## src/rtl/down_timer_pkg.sv

```systemverilog
// Shared types and constants for the loadable down-timer.
// State encoding: IDLE/RUN/DONE; code 3 is illegal and recovers to IDLE.
package down_timer_pkg;

    localparam int DT_WIDTH_DEFAULT = 8;

    typedef enum logic [1:0] {
        ST_IDLE = 2'd0,
        ST_RUN  = 2'd1,
        ST_DONE = 2'd2,
        ST_ILL  = 2'd3
    } dt_state_t;

endpackage

```

## src/rtl/down_timer8.sv

```systemverilog
// Loadable down-counter/timer; expires after counter+1 en strobes, pulses B.
// Latency: state/counter registered (1 cycle); B is combinational in the terminal cycle.
// No backpressure: every en strobe in RUN is consumed. DOWN_TIMER_AUTORELOAD_EN selects auto-reload.
module down_timer8
    import down_timer_pkg::*;
#(
    parameter int              WIDTH       = DT_WIDTH_DEFAULT,
    parameter logic [WIDTH-1:0] RELOAD_INIT = '0
) (
    input  logic             clk,
    input  logic             rst_n,
    input  logic             load,
    input  logic [WIDTH-1:0] load_val,
    input  logic             start,
    input  logic             en,
    input  logic             clr,
    output logic [WIDTH-1:0] counter,
    output logic             B,
    output logic             busy,
    output logic             done
);

    dt_state_t        state_q, state_d;
    logic [WIDTH-1:0] cnt_d;
    logic [WIDTH-1:0] reload_reg, reload_d;
    logic             cnt_zero;

    assign cnt_zero = (counter == '0);

    always_comb begin
        state_d  = state_q;
        cnt_d    = counter;
        reload_d = reload_reg;
        if (clr) begin
            cnt_d   = '0;
            state_d = ST_IDLE;
        end else if (load) begin
            cnt_d    = load_val;
            reload_d = load_val;
            state_d  = ST_IDLE;
        end else begin
            case (state_q)
                ST_IDLE: begin
                    if (start) state_d = cnt_zero ? ST_DONE : ST_RUN;
                end
                ST_DONE: begin
                    if (start) begin
                        cnt_d   = reload_reg;
                        state_d = (reload_reg != '0) ? ST_RUN : ST_DONE;
                    end
                end
                ST_RUN: begin
                    if (en) begin
                        if (!cnt_zero) begin
                            cnt_d = counter - 1'b1;
                        end else begin
`ifdef DOWN_TIMER_AUTORELOAD_EN
                            cnt_d = reload_reg;
`else
                            state_d = ST_DONE;
`endif
                        end
                    end
                end
                default: state_d = ST_IDLE;
            endcase
        end
    end

    // Terminal pulse; qualified by rst_n so a reset cycle never cascades a borrow.
    assign B = (state_q == ST_RUN) && cnt_zero && en && !clr && !load && rst_n;

    always_ff @(posedge clk) begin
        if (!rst_n) begin
            state_q    <= ST_IDLE;
            counter    <= '0;
            reload_reg <= RELOAD_INIT;
        end else begin
            state_q    <= state_d;
            counter    <= cnt_d;
            reload_reg <= reload_d;
        end
    end

    assign busy = (state_q == ST_RUN);
    assign done = (state_q == ST_DONE);

endmodule

```

## config.mk

```make
export PLATFORM = sky130hd
export DESIGN_NAME = down_timer8
export DESIGN_NICKNAME = d
export VERILOG_FILES = /design/src/rtl/down_timer_pkg.sv /design/src/rtl/down_timer8.sv
export SDC_FILE = /design/constraint.sdc
export NUM_CORES = 1
export LEC_CHECK = 0
export CORE_ASPECT_RATIO = 0.5
export CORE_MARGIN = 2
export CORE_UTILIZATION = 40
export CTS_CLUSTER_DIAMETER = 40
export DETAILED_ROUTE_END_ITERATION = 7
export MAX_ROUTING_LAYER = met4
export PLACE_DENSITY = 0.69
export RECOVER_POWER = 50
export SYNTH_ARGS = -nofsm -noshare
export SYNTH_HDL_FRONTEND = slang
export SYNTH_SLANG_ARGS = --single-unit
```

## constraint.sdc

```tcl
create_clock -name clk -period 2.2 [get_ports clk]
set_input_delay 0.44 -clock clk [delete_from_list [all_inputs] [get_ports clk]]
set_output_delay 0.44 -clock clk [all_outputs]
set_load 0.03 [all_outputs]
```

# == After elaboration in Yosys (flattened, before gate mapping) ==
# Index checks and enable logic that the tools add are counted.
# totals
regBits,18
wordCells,43
inputBits,14
out_inout_bits,11
# classes
muxes,12
reduce_logical,16
eq_ne,9
bitwise,2
n_addsub,1
# op_table
cell,count
two-way mux 8 bit,4
one-hot mux 8 bit (2 select lines),1
two-way mux 2 bit,6
"!= test 3 bit, second input constant",3
zero test 8 bit,1
AND reduction 4 bit,2
nonzero test 8 bit,1
"subtractor 8 x 1 -> 8 bit, second input constant",1
"!= test 2 bit, second input constant",3
one-hot mux 2 bit (3 select lines),1
logical AND 1 bit,5
nonzero test 3 bit,1
OR reduction 3 bit,1
"== test 2 x 1 -> 1 bit, second input constant",1
"== test 2 bit, second input constant",1
zero test 1 bit,2
zero test 2 bit,1
"!= test 2 x 1 -> 1 bit, second input constant",1
NOT 1 bit,2
AND reduction 2 bit,1
OR reduction 2 bit,1

# == Depth between registers and ports, before layout ==
# depth
word_depth,6
ltp_mapped,7
depth_no_buf,6

# == Worst setup path before layout ==
# OpenSTA, ideal clock, no wires.
# synth_timing
path_type,register -> output
from,reg state_q[0]
to,out B
t_required_ps,1760
t_arrival_ps,1836
stages_incl_launch_ff,7
path_slack_ps,-76
n_path_buf,2
cell_sequence,dfxtp_1 -> clkbuf_1 -> nand2b_1 -> inv_1 -> buf_1 -> nand3_1 -> nor2_1
# synth_via
elab_chain_len,6
# synth_rtl
item,line,rtl
start: declaration,down_timer8.sv:23,"dt_state_t state_q, state_d;"
start signal: assignment,down_timer8.sv:79,state_q <= state_d;
== test 2 x 1 -> 1 bit,-,
net busy,down_timer8.sv:19,"output logic busy,"
logical AND 1 bit (5 in a row),down_timer8.sv:71,assign B = (state_q == ST_RUN) && cnt_zero && en && !clr && !load && rst_n;
end: declaration,down_timer8.sv:18,"output logic B,"
# The timed path passes the listed nets, and every way through them passes these cells.

# == Worst setup path in the final report ==
# layout_timing
from,in rst_n
to,out B
# layout_via
elab_chain_len,1
# layout_rtl
item,line,rtl
start: declaration,down_timer8.sv:11,"input logic rst_n,"
logical AND 1 bit,down_timer8.sv:71,
# Every way passes these cells.

==> flow_summary.toml <==
[cells_and_area]
regArea_um2 = 360.3
drive_gt1_share_pct = 10.56
multiInputGateArea_um2 = 694.4
syn2layout_area_growth_pct = 33.30
fill_cells = 250
nets = 177
diodes = 0

[setup_path]
crit_path_top_delay_cell = "clkdlybuf4s50_1"
end_kind = "output port"
r2r_cells = 6
startpoint = "rst_n"
cp.depth = 6
critPathMaxStageDelay_ps = 480
cp_cell_sequence = "clkdlybuf4s50_1 -> nor3b_1 -> buf_4 -> nand3_1 -> nor2_2 -> buf_4"
r2r_start = "counter[2]"
critical-path-top-delay-family = "buffers and inverters"
cp-endpoint = "B"
cp_num_buf_inv = 3
arrival_ps = 1630
reg2reg_to = "counter[3]"
cp_common_cell = "buf_4"
r2r_slack_ps = 250
cp.required_ps = 1760
path_class = "input port to output port"
cp-start-kind = "input port"
cp_max_fo = 4

[hold_path]
hp-class = "flop to flop"
whs_path_depth = 2

[synth]
ys_async_sr_fraction_pct = 0
netlist_instances = 131
yosys_register_bits = 18
yosys.area.top_type = "dfxtp_1"
ys_top_cells_by_count = "dfxtp_1 (18), mux2i_1 (10), a31oi_1 (9), nor2b_1 (9), o21ai_0 (7)"
yosys-top-cells-area = "dfxtp_1 (33%), mux2i_1 (9.0%), a31oi_1 (5.1%), nor2b_1 (5.1%), o21ai_0 (3.2%)"
yosysMostFrequentCell = "dfxtp_1"
yosysSeqAreaShare_pct = 32.51
synth.net_count = 146
synth_top_area_share_pct = 32.51
yosysWarnings = 0
synth_area_um2 = 1109
synthFlopType = "dfxtp_1"
avgSynthCellArea_um2 = 8.462
synth_cell_type_count = 41
synth-edff-count = 0

[die]
die_w_um = 78.45
die_y_um = 41.23
core_um2 = 2619
fp-row-count = 13
io_pins = 25
dieArea_um2 = 3234
initial_utilization_pct = 42.33

[clock_tree]
clock_latency_ps = 250
cts_buffers = 3
cts_tree = "done"
cts.sinks = 18
cts.clk_slew.worst_paths_ps = 70
root_buffer = "clkbuf_8"
holdBufCountCts = 0
htree_num_levels = 1
cts_setup_buffers = 0
cts_max_path_buffers = 2

[sta]
relSlewSlack_pct = 62.53
timing.final.crit_share_pct = 94.21
fin_skew_ps = 5.789
tns_ps = 0
finalSetupViolCount = 0
finalHoldViolCount = 0
rsz0062_at_grt = "false"
hold_ws_ps = 555.6
max_freq_mhz = 482.5
worst_pin_slew_ps = 562.0
layout_min_cycle_time_ps = 2073
drv_slew = 0

[drt]
wl_um = 2963
remaining_drc_errors = 0
vias = 1136
avgRoutedWirePerCell_um = 14.96
via_per_inst = 5.737
postRouteAntennaNets = 0
drtIter0Drc = 129
drtPass1Iterations = 4

[power]
power.density_nw_per_um2 = 541.6
leakagePower_nw = 0.5599
peakVddDrop_mv = 0.3565

[outcome]
status = "finished clean"

[place]
dp_hpwl_um = 2158
place.gp.congestion = 0.8537
io_buffers = 24

[global_routing]
grt_max_degree = 14
antenna_found_initial = 0
grt_first_pass_wirelength_um = 4436
gr-total-overflow = 0
grt_pass1_vias = 894
grt_usage_pct = 19.52

[job]
maxCapViolCount = 0
-- layer usage --
metal	up-vias	track usage, %	part of all wire, %
li1	561	-	-
met1	526	29.22	55
met2	47	25.86	39
met3	2	4.185	6.4
met4	0	4.386	0.40
met5	-	-	0
-- area by class of cell --
type,count,share of cell area (%)
multi-input combinational,101,46.99
inverter,5,1.270
sequential,18,24.39
clock buffer,4,3.726
timing repair buffer,33,20.49
tap,37,3.133
-- cells by family after synthesis --
group,synth area share [%]
buffers and inverters,5.079
XOR/XNOR,2.371
AO/OA/AOI/OAI,23.48
multiplexers,9.030
adder cells (fa/ha/maj),1.128
AND/OR/NAND/NOR,26.41
flip-flops,32.51
-- layout by cell type (no fill, tap or decap), types with 2 or more instances in the layout --
cell type        instances
nor2_1                   5
nor3b_1                  2
a21oi_1                  5
a221o_1                  2
clkdlybuf4s50_1         21
inv_1                    5
nand3b_1                 2
nor3_1                   3
o21ai_0                  7
dlymetal6s2s_1           2
nand3_1                  6
nand2_1                  6
dfxtp_1                 18
nor4bb_1                 2
o21a_1                   2
mux2i_1                 10
nor2b_1                  9
buf_4                    8
a31oi_1                  9
clkbuf_8                 4
clkbuf_1                 2
nor4_1                   3
nand2b_1                 3
xnor2_1                  3
o221ai_1                 3
and3_1                   2
-- worst min-delay path, cell delays in order, from the launching register on --
cell and delay, ps:
dfxtp_1 360, nand3_1 90, a31oi_1 70
-- worst min path at each step --
stage                  startpoint       endpoint  slack (ps)
global route        reload_reg[3]  reload_reg[3]         570
CTS                 reload_reg[2]  reload_reg[2]         550
detailed placement  reload_reg[2]  reload_reg[2]         550
global placement    reload_reg[2]  reload_reg[2]         540
floorplan           reload_reg[7]  reload_reg[7]         510
finish                 counter[1]     counter[1]         560
-- metrics by stage --
| stage | power, mW | std cells | setup WS (ps) | cell area [µm²] | utilization, % |
|---|---|---|---|---|---|
| CTS | 0.8081 | 198 | 46.43 | 1480 | 56.52 |
| global route | 0.8385 | 198 | 80.62 | 1478 | 56.43 |
| finish | 0.8003 | 198 | 127.4 | 1478 | 56.43 |
| detailed placement | 0.5327 | 194 | 137.0 | 1425 | 54.42 |
| global placement | 0.5316 | 194 | 148.3 | 1425 | 54.42 |
| floorplan | 0.4582 | 131 | 83.50 | 1112 | - |
-- report_power, final --
part	internal [mW]	total [mW]	switching, mW
clock network	0.159	0.275	0.116
registers	0.340	0.359	0.0192
logic	0.0832	0.166	0.0830
total	0.582	0.800	0.218
-- timing repair --
| item | 4_1_cts | 5_1_grt |
|---|---|---|
| hold endpoints to repair | 0 | 0 |
| resized for setup | 0 | 2 |
| endpoints found under the setup margin | 0 | 2 |
No activity file was read; power rests on OpenSTA's default activity.
